## src/rtl/alu_arbiter_if.sv

```systemverilog
// alu_arbiter_if: bundles the two requester channels, the shared-ALU
// operand/result path and the response channel of alu_arbiter.
// Ports (signals): req0_*/req1_* {valid, ready, a, b, sel},
//   alu_a, alu_b, alu_sel, alu_out, rsp_valid, rsp_id, rsp_data, rsp_ready.
// Modports: master = arbiter side, slave = requester/ALU/consumer side.
interface alu_arbiter_if #(
    parameter int WIDTH = 32,
    parameter int SEL_W = 4
);
    logic             req0_valid;
    logic             req0_ready;
    logic [WIDTH-1:0] req0_a;
    logic [WIDTH-1:0] req0_b;
    logic [SEL_W-1:0] req0_sel;

    logic             req1_valid;
    logic             req1_ready;
    logic [WIDTH-1:0] req1_a;
    logic [WIDTH-1:0] req1_b;
    logic [SEL_W-1:0] req1_sel;

    logic [WIDTH-1:0] alu_a;
    logic [WIDTH-1:0] alu_b;
    logic [SEL_W-1:0] alu_sel;
    logic [WIDTH-1:0] alu_out;

    logic             rsp_valid;
    logic             rsp_id;
    logic [WIDTH-1:0] rsp_data;
    logic             rsp_ready;

    modport master (
        input  req0_valid, req0_a, req0_b, req0_sel,
        output req0_ready,
        input  req1_valid, req1_a, req1_b, req1_sel,
        output req1_ready,
        output alu_a, alu_b, alu_sel,
        input  alu_out,
        output rsp_valid, rsp_id, rsp_data,
        input  rsp_ready
    );

    modport slave (
        output req0_valid, req0_a, req0_b, req0_sel,
        input  req0_ready,
        output req1_valid, req1_a, req1_b, req1_sel,
        input  req1_ready,
        input  alu_a, alu_b, alu_sel,
        output alu_out,
        input  rsp_valid, rsp_id, rsp_data,
        output rsp_ready
    );
endinterface

```

## src/rtl/alu_arbiter.sv

```systemverilog
// alu_arbiter: shares one combinational ALU between two requesters.
// One operation in flight: IDLE (arbitrate) -> EXEC (1 cycle) -> RESP.
// Ports: clk, rst (async, active-high), bus (alu_arbiter_if.master).
// Build option: ALU_ARB_FIXED_PRIO_EN -> requester 0 always wins ties,
//   otherwise ties are broken round-robin.
module alu_arbiter #(
    parameter int WIDTH = 32,
    parameter int SEL_W = 4
) (
    input  logic          clk,
    input  logic          rst,
    alu_arbiter_if.master bus
);
    typedef enum logic [1:0] {
        IDLE,
        EXEC,
        RESP
    } state_t;

    state_t           state_q;
    state_t           state_d;
    logic [WIDTH-1:0] a_q;
    logic [WIDTH-1:0] b_q;
    logic [SEL_W-1:0] sel_q;
    logic             id_q;
    logic [WIDTH-1:0] data_q;
    logic             rsp_id_q;
    logic             grant0;
    logic             grant1;
    logic             fire;
    logic             tie_pick1;

`ifdef ALU_ARB_FIXED_PRIO_EN
    assign tie_pick1 = 1'b0;
`else
    // ptr_q names the requester preferred on a tie.
    logic ptr_q;

    always_ff @(posedge clk or posedge rst) begin
        if (rst) begin
            ptr_q <= 1'b0;
        end else if (fire) begin
            ptr_q <= ~grant1;
        end
    end

    assign tie_pick1 = ptr_q;
`endif

    always_comb begin
        grant0  = 1'b0;
        grant1  = 1'b0;
        state_d = state_q;
        unique case (state_q)
            IDLE: begin
                // Ready is withheld while reset is held.
                if (!rst) begin
                    if (bus.req0_valid && bus.req1_valid) begin
                        grant1 = tie_pick1;
                        grant0 = ~tie_pick1;
                    end else begin
                        grant0 = bus.req0_valid;
                        grant1 = bus.req1_valid;
                    end
                end
                if (grant0 || grant1) begin
                    state_d = EXEC;
                end
            end
            EXEC: state_d = RESP;
            RESP: begin
                if (bus.rsp_ready) begin
                    state_d = IDLE;
                end
            end
            default: state_d = IDLE;
        endcase
    end

    assign fire = grant0 | grant1;

    always_ff @(posedge clk or posedge rst) begin
        if (rst) begin
            state_q  <= IDLE;
            a_q      <= '0;
            b_q      <= '0;
            sel_q    <= '0;
            id_q     <= 1'b0;
            data_q   <= '0;
            rsp_id_q <= 1'b0;
        end else begin
            state_q <= state_d;
            if (fire) begin
                a_q   <= grant1 ? bus.req1_a : bus.req0_a;
                b_q   <= grant1 ? bus.req1_b : bus.req0_b;
                sel_q <= grant1 ? bus.req1_sel : bus.req0_sel;
                id_q  <= grant1;
            end
            if (state_q == EXEC) begin
                data_q   <= bus.alu_out;
                rsp_id_q <= id_q;
            end
        end
    end

    // ALU inputs come only from the latched copy, never live requests.
    assign bus.alu_a      = a_q;
    assign bus.alu_b      = b_q;
    assign bus.alu_sel    = sel_q;

    assign bus.req0_ready = grant0;
    assign bus.req1_ready = grant1;
    assign bus.rsp_valid  = (state_q == RESP);
    assign bus.rsp_id     = rsp_id_q;
    assign bus.rsp_data   = data_q;
endmodule

```

## src/flat_wrapper.sv

```systemverilog
// flat-port wrapper written by rule: the top's interface ports become plain ports
module alu_arbiter_flat 
#(
    parameter int WIDTH = 32,
    parameter int SEL_W = 4
)
  (clk, rst, bus_req0_valid, bus_req0_a, bus_req0_b, bus_req0_sel, bus_req0_ready, bus_req1_valid, bus_req1_a, bus_req1_b, bus_req1_sel, bus_req1_ready, bus_alu_a, bus_alu_b, bus_alu_sel, bus_alu_out, bus_rsp_valid, bus_rsp_id, bus_rsp_data, bus_rsp_ready);
  alu_arbiter_if #(.WIDTH(WIDTH), .SEL_W(SEL_W)) bus_i ();
  input  logic clk;
  input  logic rst;
  input wire logic [$bits(bus_i.req0_valid)-1:0] bus_req0_valid;
  input wire logic [$bits(bus_i.req0_a)-1:0] bus_req0_a;
  input wire logic [$bits(bus_i.req0_b)-1:0] bus_req0_b;
  input wire logic [$bits(bus_i.req0_sel)-1:0] bus_req0_sel;
  output wire logic [$bits(bus_i.req0_ready)-1:0] bus_req0_ready;
  input wire logic [$bits(bus_i.req1_valid)-1:0] bus_req1_valid;
  input wire logic [$bits(bus_i.req1_a)-1:0] bus_req1_a;
  input wire logic [$bits(bus_i.req1_b)-1:0] bus_req1_b;
  input wire logic [$bits(bus_i.req1_sel)-1:0] bus_req1_sel;
  output wire logic [$bits(bus_i.req1_ready)-1:0] bus_req1_ready;
  output wire logic [$bits(bus_i.alu_a)-1:0] bus_alu_a;
  output wire logic [$bits(bus_i.alu_b)-1:0] bus_alu_b;
  output wire logic [$bits(bus_i.alu_sel)-1:0] bus_alu_sel;
  input wire logic [$bits(bus_i.alu_out)-1:0] bus_alu_out;
  output wire logic [$bits(bus_i.rsp_valid)-1:0] bus_rsp_valid;
  output wire logic [$bits(bus_i.rsp_id)-1:0] bus_rsp_id;
  output wire logic [$bits(bus_i.rsp_data)-1:0] bus_rsp_data;
  input wire logic [$bits(bus_i.rsp_ready)-1:0] bus_rsp_ready;
  assign bus_i.req0_valid = bus_req0_valid;
  assign bus_i.req0_a = bus_req0_a;
  assign bus_i.req0_b = bus_req0_b;
  assign bus_i.req0_sel = bus_req0_sel;
  assign bus_req0_ready = bus_i.req0_ready;
  assign bus_i.req1_valid = bus_req1_valid;
  assign bus_i.req1_a = bus_req1_a;
  assign bus_i.req1_b = bus_req1_b;
  assign bus_i.req1_sel = bus_req1_sel;
  assign bus_req1_ready = bus_i.req1_ready;
  assign bus_alu_a = bus_i.alu_a;
  assign bus_alu_b = bus_i.alu_b;
  assign bus_alu_sel = bus_i.alu_sel;
  assign bus_i.alu_out = bus_alu_out;
  assign bus_rsp_valid = bus_i.rsp_valid;
  assign bus_rsp_id = bus_i.rsp_id;
  assign bus_rsp_data = bus_i.rsp_data;
  assign bus_i.rsp_ready = bus_rsp_ready;
  alu_arbiter #(.WIDTH(WIDTH), .SEL_W(SEL_W)) u_core (.clk(clk), .rst(rst), .bus(bus_i));
endmodule
```

## config.mk

```make
export PLATFORM = sky130hd
export DESIGN_NAME = alu_arbiter_flat
export DESIGN_NICKNAME = d
export VERILOG_FILES = /design/src/rtl/alu_arbiter_if.sv /design/src/rtl/alu_arbiter.sv /design/src/flat_wrapper.sv
export SDC_FILE = /design/constraint.sdc
export NUM_CORES = 1
export LEC_CHECK = 0
export ABC_AREA = 1
export CAP_MARGIN = 5
export CORE_UTILIZATION = 40
export CTS_CLUSTER_SIZE = 30
export DETAILED_ROUTE_END_ITERATION = 8
export GPL_ROUTABILITY_DRIVEN = 0
export PLACE_DENSITY = 0.8
export SYNTH_ARGS = -nofsm -noshare
export SYNTH_HDL_FRONTEND = slang
export SYNTH_SLANG_ARGS = --single-unit
```

## constraint.sdc

```tcl
create_clock -name clk -period 8.45 [get_ports clk]
set_clock_uncertainty 0.15 [all_clocks]
set_input_delay 0.845 -clock clk [delete_from_list [all_inputs] [get_ports clk]]
set_output_delay 0.845 -clock clk [all_outputs]
set_load 0.005 [all_outputs]
```

==> impl_metrics.tcl, run 1 <==
set metrics [dict create \
    final_layout_size_suffix_gt1_share_pct 6.72 \
    clock_tree.htree_level_count 3 \
    worstPathCellList "clkdlybuf4s50_1, nor2_4, buf_4, nand3_4, inv_1, clkdlybuf4s50_1" \
    status "finished, final reports clean" \
    vdd_ir_drop_max_mv 0.136 \
    final_max_slew_viol_count 0 \
    placed_area_mm2 0.00830 \
    yosys_warnings 0 \
    cts_tree "built" \
    ctsRootBufferMaster "clkbuf_16" \
    chipWidth_um 119 \
    detail_route.first_pass.iterations 5 \
    synth.yosys.seq_area_share_pct 48.0 \
    cts_hold_repair.buffers 0 \
    syn_area_per_cell_um2 7.93 \
    grt_usage_pct 24.2 \
    setup_viol 0 \
    timing.max_cap.violations 0 \
    clkSinkCount 105 \
    post-route-cell-area_mm2 0.00859 \
    route.antenna.remaining_nets 0 \
    die-area_mm2 0.0142 \
    die_height_um 119 \
    clkLatencyLatePin_ns 0.34 \
    grt-ovfl-total 0 \
    layout_min_cycle_time_ns 4.48 \
    power_dens_cells_mw_per_mm2 293 \
    grt_pass1_wl_um 27300 \
    timing.critical_path.from_type "input port" \
    drc 0 \
    filler_cell_count 1148 \
    synth.lib_cells_used.distinct 15 \
    achievable-frequency_mhz 223 \
    power.leakage_nw 4.32 \
    rsz0062_at_grt "false" \
    clock_tree.buffer_depth 2 \
    worst_slack_ns 3.97 \
    detail_route.wl_per_cell_um 15.2 \
    netlist_area_before_placement_mm2 0.00548 \
    timing.critical_path.fanout_max 69 \
    totalWireLength_um 16900 \
    critical_path_max_stage_delay_ns 0.66 \
    timing.max_slew.rel_slack_pct 43.1 \
    timing_worst_setup_path_type "input port to primary output" \
    p_total_mw 2.51 \
    dr_iter_0_viols 412 \
    crit_arrival_ns 3.49 \
    critical_path.slowest_cell "nand3_4" \
    worst_pin_slew_ns 0.853 \
    clock_transition_at_the_register_clock_pins_on_the_worst_setup_and_hold_paths_after_cts_ns 0.07 \
    number_of_antenna_violations_at_the_first_check_in_global_routing 0 \
    cts_resized 0 \
    start_util_pct 41.2 \
    num_rows 42 \
    dp_hpwl_um 11800 \
    antenna-diode-count 0 \
    core_region_area_mm2 0.0133 \
    boundaryPins 277 \
    setup.worst_path.end_class "primary output" \
    area_growth_pct 56.8 \
    synth.net_count 864 \
    nets 1106 \
    finalNonFillerCells 1114 \
    route.vias.total 5572 \
    cts_setup_buffers 0 \
    grt_pass1_vias 5324 \
    hp-class "flop to flop" \
    cp.required_ns 7.46 \
    largest_net_degree_at_the_start_of_global_routing 89 \
    placed_cells_incl_taps 1098 \
    input_output_buffers 276 \
    cts_inserted_buffers 9 \
    postSynthRegisterBits 105 \
    timing.reg2reg.setup_slack_ns 4.85 \
    cp_common_cell "clkdlybuf4s50_1" \
    setup_total_neg_slack_ns 0 \
    vias_per_cell 5.00 \
    hold_viol 0 \
    post-place-ws_ns 3.97 \
    min_period_over_period_pct 53.1 \
    synth_cells 691 \
]
critical path, delay by kind of cell:
kind / cells / cell delay, ns
buffers and inverters: 4 / 1.79
and+or+nand+nor: 2 / 0.80
cell families (layout without fill, tap and decap cells):
family / Yosys count / count (layout) / synth area share, %
AOI/OAI and AO/OA: 4 / 4 / 0.365
buffers and inverters: 199 / 446 / 14.4
DFF: 105 / 105 / 48.0
muxes: 32 / 32 / 6.58
and+or+nand+nor: 351 / 351 / 30.7
synthesized netlist by cell type:
library cell,n,area share [%]
nand2_1,141,9.7
clkbuf_1,20,1.4
nor2_1,2,0.14
nor2_2,1,0.11
nand3_1,136,12
nor2_4,1,0.21
inv_1,146,10
o21ai_0,4,0.37
buf_1,3,0.21
nand4_1,68,7.8
buf_2,28,2.6
buf_4,2,0.27
mux2_2,32,6.6
nand3_2,2,0.37
dfrtp_1,105,48
cell type report:
cell class                      count  area [µm²]  share of cell area (%)
Clock buffer                        9         225                    2.62
Tap cell                          176         220                    2.56
Clock inverter                      7        62.6                   0.729
Timing Repair Buffer              284        2820                    32.9
Inverter                          146         551                    6.41
Multi-Input combinational cell    387        2080                    24.2
Sequential cell                   105        2630                    30.6
through the flow:
stage	util, %	hold slack [ns]
after floorplan	-	0.326
after global placement	62.4	0.335
final	64.6	0.357
after CTS	64.6	0.360
after global routing	64.6	0.371
after detailed placement	62.4	0.342
power breakdown:
part	total, mW	switching (mW)	internal, mW
sequential	0.900	0.150	0.750
clock	0.406	0.200	0.207
combinational	1.21	0.521	0.687
total	2.51	0.870	1.64
path summary, 6_finish.rpt:
check,start,endpoint,cells after the start
max,rst,bus_req1_ready,6
min,u_core.bus.rsp_data[23],u_core.bus.rsp_data[23],1
max reg2reg,u_core.state_q[0],u_core.bus.alu_a[13],7
min reg2reg,u_core.bus.rsp_data[23],u_core.bus.rsp_data[23],1
max in group asynchronous,rst,u_core.bus.rsp_data[27],3
min in group asynchronous,rst,u_core.bus.alu_b[14],2
layout by cell type, fill, tap and decap left out:
cell type	Yosys	final
nand2_1	141	139
nand3_4	0	1
dfrtp_1	105	105
inv_4	0	1
nand3_1	136	136
mux2_2	32	32
nor2_4	1	2
clkinv_4	0	3
clkbuf_16	0	9
nand2_2	0	2
inv_8	0	2
clkinv_2	0	1
buf_4	2	8
o21ai_0	4	4
nor2_1	2	2
inv_6	0	1
inv_1	146	145
clkdlybuf4s50_1	0	276
nand3_2	2	1
nand4_1	68	68
state kept, by name, indices dropped and copies added, names as in the netlist:
signal and flops:
u_core.id_q 1, u_core.ptr_q 1, u_core.bus.rsp_data 32, u_core.bus.alu_sel 4, u_core.bus.rsp_id 1, u_core.bus.alu_a 32
u_core.bus.alu_b 32, u_core.state_q 2
layer usage:
layer / GRT usage [%] / share of wire (%) / routed length [µm] / vias up
li1: - / - / - / 2686
met1: 31.0 / 41 / 7030 / 2600
met2: 41.1 / 48 / 8160 / 266
met3: 5.36 / 8.9 / 1520 / 20
met4: 6.41 / 1.5 / 246 / 0
met5: 0 / 0 / 0 / -
Power figures use the tool's default switching activity.
==> inputs of run 2 (changes only) <==
--- a/config.mk
+++ b/config.mk
@@ -7,11 +7,11 @@
 export LEC_CHECK = 0
 export ABC_AREA = 1
 export CAP_MARGIN = 5
-export CORE_UTILIZATION = 40
+export CORE_UTILIZATION = 37
 export CTS_CLUSTER_SIZE = 30
 export DETAILED_ROUTE_END_ITERATION = 8
 export GPL_ROUTABILITY_DRIVEN = 0
-export PLACE_DENSITY = 0.8
+export PLACE_DENSITY = 0.78
 export SYNTH_ARGS = -nofsm -noshare
 export SYNTH_HDL_FRONTEND = slang
 export SYNTH_SLANG_ARGS = --single-unit
==> constraint.sdc (replaced) <==
create_clock -name clk -period 3.7 [get_ports clk]
set_clock_uncertainty 0.15 [all_clocks]
set_input_delay 0.37 -clock clk [delete_from_list [all_inputs] [get_ports clk]]
set_output_delay 0.37 -clock clk [all_outputs]
set_load 0.005 [all_outputs]
==> run 2 against run 1 <==
Wire length up 1.4%. Clock power rose by 140%. First-iteration DRC count down 7.8%. Critical endpoint is now bus_req0_ready.
==> impl_metrics.tcl, run 2 (synthesis gave the netlist of run 1 again) <==
set metrics [dict create \
    status "finished, final reports clean" \
    worstPathBufferInverterCount 3 \
    number_of_antenna_violations_at_the_first_check_in_global_routing 0 \
    layout.cells.most_common_list "clkdlybuf4s50_1, inv_1, nand2_1" \
    clkLatencyLatePin_ns 0.35 \
    p_switching_mw 1.99 \
    vdd_ir_drop_max_mv 0.275 \
    min_period_over_period_pct 65.1 \
    cts_tree "built" \
    final_layout_size_suffix_gt1_share_pct 6.91 \
    ctsRootBufferMaster "clkbuf_16" \
    largest_net_degree_at_the_start_of_global_routing 78 \
    clkSinkCount 105 \
    core_region_area_mm2 0.0145 \
    totalWireLength_um 17200 \
    vias_per_cell 4.93 \
    worst_hold_path.endpoint "u_core.bus.rsp_data[22]" \
    cts_hold_repair.buffers 0 \
    clock_tree.htree_level_count 3 \
    timing.critical_path.fanout_max 3 \
    timing.reg2reg.setup_slack_ns 1.54 \
    clock_tree.buffer_depth 2 \
    holdPathStages 1 \
    timing.max_cap.violations 0 \
    finalNonFillerCells 1124 \
    filler_cell_count 1283 \
    route.antenna.remaining_nets 0 \
    power.leakage_nw 4.34 \
    cell_internal_pwr_mw 3.78 \
    chipWidth_um 124 \
    dp_hpwl_um 11800 \
    setup.worst_path.end_class "primary output" \
    antenna-diode-count 0 \
    start_util_pct 37.8 \
    dr_iter_0_viols 380 \
    final_max_slew_viol_count 0 \
    num_rows 44 \
    power_dens_cells_mw_per_mm2 668 \
    p_sw_share_pct 34.6 \
    setup_total_neg_slack_ns 0 \
    worst_hold_start "u_core.bus.rsp_data[22]" \
    timing.critical_path.from_type "input port" \
    critical_path_max_stage_delay_ns 0.55 \
    grt_pass1_wl_um 26400 \
    detail_route.first_pass.iterations 5 \
    cts_setup_buffers 0 \
    cp_common_cell "clkdlybuf4s50_1" \
    route.vias.total 5545 \
    timing.max_slew.rel_slack_pct 39.9 \
    rsz0062_at_grt "false" \
    hold_viol 0 \
    power.share.clock_pct 16.9 \
    cp.required_ns 3.18 \
    worst_r2r_endpoint "u_core.bus.alu_a[1]" \
    worstPathCellList "clkdlybuf4s50_1, nor2_1, nand3_2, inv_1, clkdlybuf4s50_1" \
    nets 1108 \
    critPathTopFamily "buffers and inverters" \
    die_height_um 124 \
    achievable-frequency_mhz 415 \
    grt-ovfl-total 0 \
    combPwrFrac_pct 48.0 \
    boundaryPins 277 \
    drc 0 \
    area_growth_pct 57.8 \
    hp-class "flop to flop" \
    mostFrequentLayoutCell "clkdlybuf4s50_1" \
    clock_transition_at_the_register_clock_pins_on_the_worst_setup_and_hold_paths_after_cts_ns 0.07 \
    sequentialPowerShare_pct 35.2 \
    worst_pin_slew_ns 0.899 \
    cts_inserted_buffers 9 \
    r2r_cells 7 \
    layout_min_cycle_time_ns 2.41 \
    timing_worst_setup_path_type "input port to primary output" \
    detail_route.wl_per_cell_um 15.3 \
    critical_path.slowest_cell "clkdlybuf4s50_1" \
    input_output_buffers 276 \
    crit_arrival_ns 1.89 \
    grt_pass1_vias 5274 \
    cts_resized 0 \
    r2r-start "u_core.state_q[0]" \
    setup_viol 0 \
    grt_usage_pct 22.4 \
    placed_cells_incl_taps 1108 \
    die-area_mm2 0.0153 \
]
[run 2: changes by cell type in the layout (fill, tap and decap cells not counted), sizes merged]
cell | before | now
buf | 8 | 10
clkinv | 4 | 2
inv | 149 | 151
[run 2: power by group through the flow]
stage	clock, mW	combinational (mW)	sequential [mW]
6_report	0.974	2.77	2.03
5_1_grt	1.05	3.03	2.10
4_1_cts	1.00	2.79	2.03
3_5_place_dp	0	2.78	2.04
3_3_place_gp	0	2.73	2.02
2_1_floorplan	0	1.14	2.06
[run 2: worst max path at each step]
stage          startpoint                  end  slack (ns)  cells after the start
2_1_floorplan         rst  u_core.bus.alu_a[0]        0.42                      1
3_3_place_gp          rst  u_core.bus.alu_b[4]        1.13                      8
3_5_place_dp          rst  u_core.bus.alu_a[1]        1.04                      8
4_1_cts               rst       bus_req0_ready        1.27                      5
5_1_grt               rst       bus_req0_ready        1.22                      5
6_report              rst       bus_req0_ready        1.29                      5
[run 2: through the flow]
| step | hold WS [ns] | util [%] | total power, mW | area, µm² | worst slack, ns |
|---|---|---|---|---|---|
| after floorplan | 0.326 | - | 3.20 | 5480 | 0.419 |
| after global placement | 0.335 | 57.6 | 4.76 | 8340 | 1.13 |
| after detailed placement | 0.341 | 57.6 | 4.82 | 8340 | 1.04 |
| after CTS | 0.359 | 59.7 | 5.82 | 8650 | 1.27 |
| after global routing | 0.383 | 59.7 | 6.17 | 8650 | 1.22 |
| final | 0.357 | 59.7 | 5.77 | 8650 | 1.29 |
[run 2: cell type report]
type	instances	area, µm²	area share, %
clock buffers	9	225	2.60
clock inverters	7	83.8	0.970
repair buffers	286	2850	33.0
multi-input cells	387	2080	24.0
inverters	146	551	6.37
well taps	184	230	2.66
flip-flops and latches	105	2630	30.4
[run 2: routing by layer]
metal | track usage [%] | routed length, µm | up-vias
li1 | - | - | 2702
met1 | 27.5 | 6990 | 2575
met3 | 6.14 | 1640 | 16
met5 | 0 | 0 | -
met4 | 7.15 | 264 | 0
met2 | 37.9 | 8280 | 252
==> inputs of run 3 (changes only) <==
--- a/config.mk
+++ b/config.mk
@@ -7,11 +7,11 @@
 export LEC_CHECK = 0
 export ABC_AREA = 1
 export CAP_MARGIN = 5
-export CORE_UTILIZATION = 37
+export CORE_UTILIZATION = 40
 export CTS_CLUSTER_SIZE = 30
 export DETAILED_ROUTE_END_ITERATION = 8
 export GPL_ROUTABILITY_DRIVEN = 0
-export PLACE_DENSITY = 0.78
+export PLACE_DENSITY = 0.8
 export SYNTH_ARGS = -nofsm -noshare
 export SYNTH_HDL_FRONTEND = slang
 export SYNTH_SLANG_ARGS = --single-unit
==> constraint.sdc (replaced) <==
create_clock -name clk -period 2.4 [get_ports clk]
set_clock_uncertainty 0.15 [all_clocks]
set_input_delay 0.24 -clock clk [delete_from_list [all_inputs] [get_ports clk]]
set_output_delay 0.24 -clock clk [all_outputs]
set_load 0.005 [all_outputs]
==> run 3 against run 2 <==
First-iteration DRC count increased by 19%. Sequential power increased by 54%. Global-route usage increased by 2.1 points. Wire length decreased by 1.6%. Clock-buffer cell count unchanged. Via count increased by 1.6%. Sequential share of layout area decreased by 0.15 points. Setup slack got worse by 1.0 ns. Flip-flop and latch count unchanged. Cell count decreased by 0.44%. Critical path depth decreased by 1. Critical path type is now flop to primary output. Largest cell class unchanged.
==> impl_metrics.tcl, run 3 (synthesis gave the netlist of run 1 again) <==
set metrics [dict create \
    clock_tree.buffer_depth 2 \
    cp.required_ns 2.01 \
    setup_total_neg_slack_ns 0 \
    worst_slack_ns 0.268 \
    r2r_cells 7 \
    crit_arrival_ns 1.74 \
    mostFrequentLayoutCell "clkdlybuf4s50_1" \
    clock_transition_at_the_register_clock_pins_on_the_worst_setup_and_hold_paths_after_cts_ns 0.07 \
    layout_min_cycle_time_ns 2.13 \
    route.vias.total 5632 \
    cts_inserted_buffers 9 \
    timing_worst_setup_path_type "flop to primary output" \
    cts_resized 0 \
    largest_net_degree_at_the_start_of_global_routing 82 \
    input_output_buffers 276 \
    totalWireLength_um 16900 \
    post-route-cell-area_mm2 0.00869 \
    p_total_mw 8.87 \
    detail_route.wl_per_cell_um 15.1 \
    num_rows 42 \
    placed_area_mm2 0.00840 \
    power_dens_cells_mw_per_mm2 1020 \
    power.leakage_nw 4.35 \
    antenna-diode-count 0 \
    clkLatencyLatePin_ns 0.34 \
    area_growth_pct 58.6 \
    final_max_slew_viol_count 0 \
    clkSinkCount 105 \
    start_util_pct 41.2 \
    timing.critical_path.from_type "flop" \
    layout.cells.most_common_list "clkdlybuf4s50_1, inv_1, nand2_1" \
    vias_per_cell 5.03 \
    final_core_util_pct 65.3 \
    chipWidth_um 119 \
    drc 0 \
    timing.critical_path.fanout_max 4 \
    finalNonFillerCells 1119 \
    cts_hold_repair.buffers 0 \
    setup.worst_path.end_class "primary output" \
    dp_hpwl_um 11500 \
    clock_tree.htree_level_count 3 \
    achievable-frequency_mhz 469 \
    number_of_antenna_violations_at_the_first_check_in_global_routing 0 \
    fin_worst_hold_slack_ns 0.328 \
    timing.max_slew.rel_slack_pct 58.9 \
    status "finished, final reports clean" \
    cts_tree "built" \
    grt_usage_pct 24.5 \
    die_height_um 119 \
    placed_cells_incl_taps 1103 \
    cts_setup_buffers 0 \
    hold_viol 0 \
    timing.max_cap.violations 0 \
    grt_pass1_wl_um 27400 \
    vdd_ir_drop_max_mv 0.380 \
    grt-ovfl-total 0 \
    post-place-ws_ns 0.195 \
    hp-class "input port to async pin" \
    worst_pin_slew_ns 0.617 \
    nets 1111 \
    final_layout_size_suffix_gt1_share_pct 7.21 \
    detail_route.first_pass.iterations 5 \
    dr_iter_0_viols 452 \
    core_region_area_mm2 0.0133 \
    boundaryPins 277 \
    grt_pass1_vias 5341 \
    ctsRootBufferMaster "clkbuf_16" \
    route.antenna.remaining_nets 0 \
    min_period_over_period_pct 88.8 \
    die-area_mm2 0.0142 \
    rsz0062_at_grt "false" \
    setup_viol 0 \
]
-- run 3: cell count changes in the layout (fill, tap and decap cells not counted), sizes merged --
cell and delta:
clkinv +1, buf +3, inv -3, clkinvlp +2
-- run 3: final cells by class --
cell class,count,area [µm²]
Clock inverter,7,62.6
Clock buffer,9,225
Fill cell,1177,4610
Tap cell,176,220
Sequential cell,105,2630
Timing Repair Buffer,289,2920
Multi-Input combinational cell,387,2080
Inverter,146,552
-- run 3: power by group --
part	internal (mW)	leakage [nW]	total, mW	switching (mW)
clock	0.725	0.139	1.43	0.704
combinational	2.48	2.94	4.32	1.84
sequential	2.64	1.27	3.12	0.480
-- run 3: layer usage --
| layer | GRT usage [%] | up-vias | wire [µm] | share of wire, % |
|---|---|---|---|---|
| met2 | 41.8 | 276 | 8070 | 48 |
| li1 | - | 2701 | - | - |
| met5 | 0 | - | 0 | 0 |
| met1 | 29.6 | 2629 | 6950 | 41 |
| met3 | 6.61 | 26 | 1470 | 8.7 |
| met4 | 8.78 | 0 | 415 | 2.5 |
-- run 3: final timing paths --
path | startpoint | to | slack (ns)
min in group clk | bus_rsp_ready | u_core.state_q[1] | 0.34
max in group asynchronous | rst | u_core.bus.rsp_data[5] | 1.20
worst max register to register | u_core.state_q[0] | u_core.bus.alu_b[23] | 0.55
worst max-delay path | u_core.state_q[0] | bus_req0_ready | 0.27
worst min register to register | u_core.bus.rsp_id | u_core.bus.rsp_id | 0.35
worst min-delay path | rst | u_core.bus.alu_b[12] | 0.33
-- run 3: worst max-delay path, cell delays in order, from the launching register on --
cell and delay, ns:
dfrtp_1 0.42, nor2_4 0.20, nand3_2 0.12, inv_1 0.10, clkdlybuf4s50_1 0.55
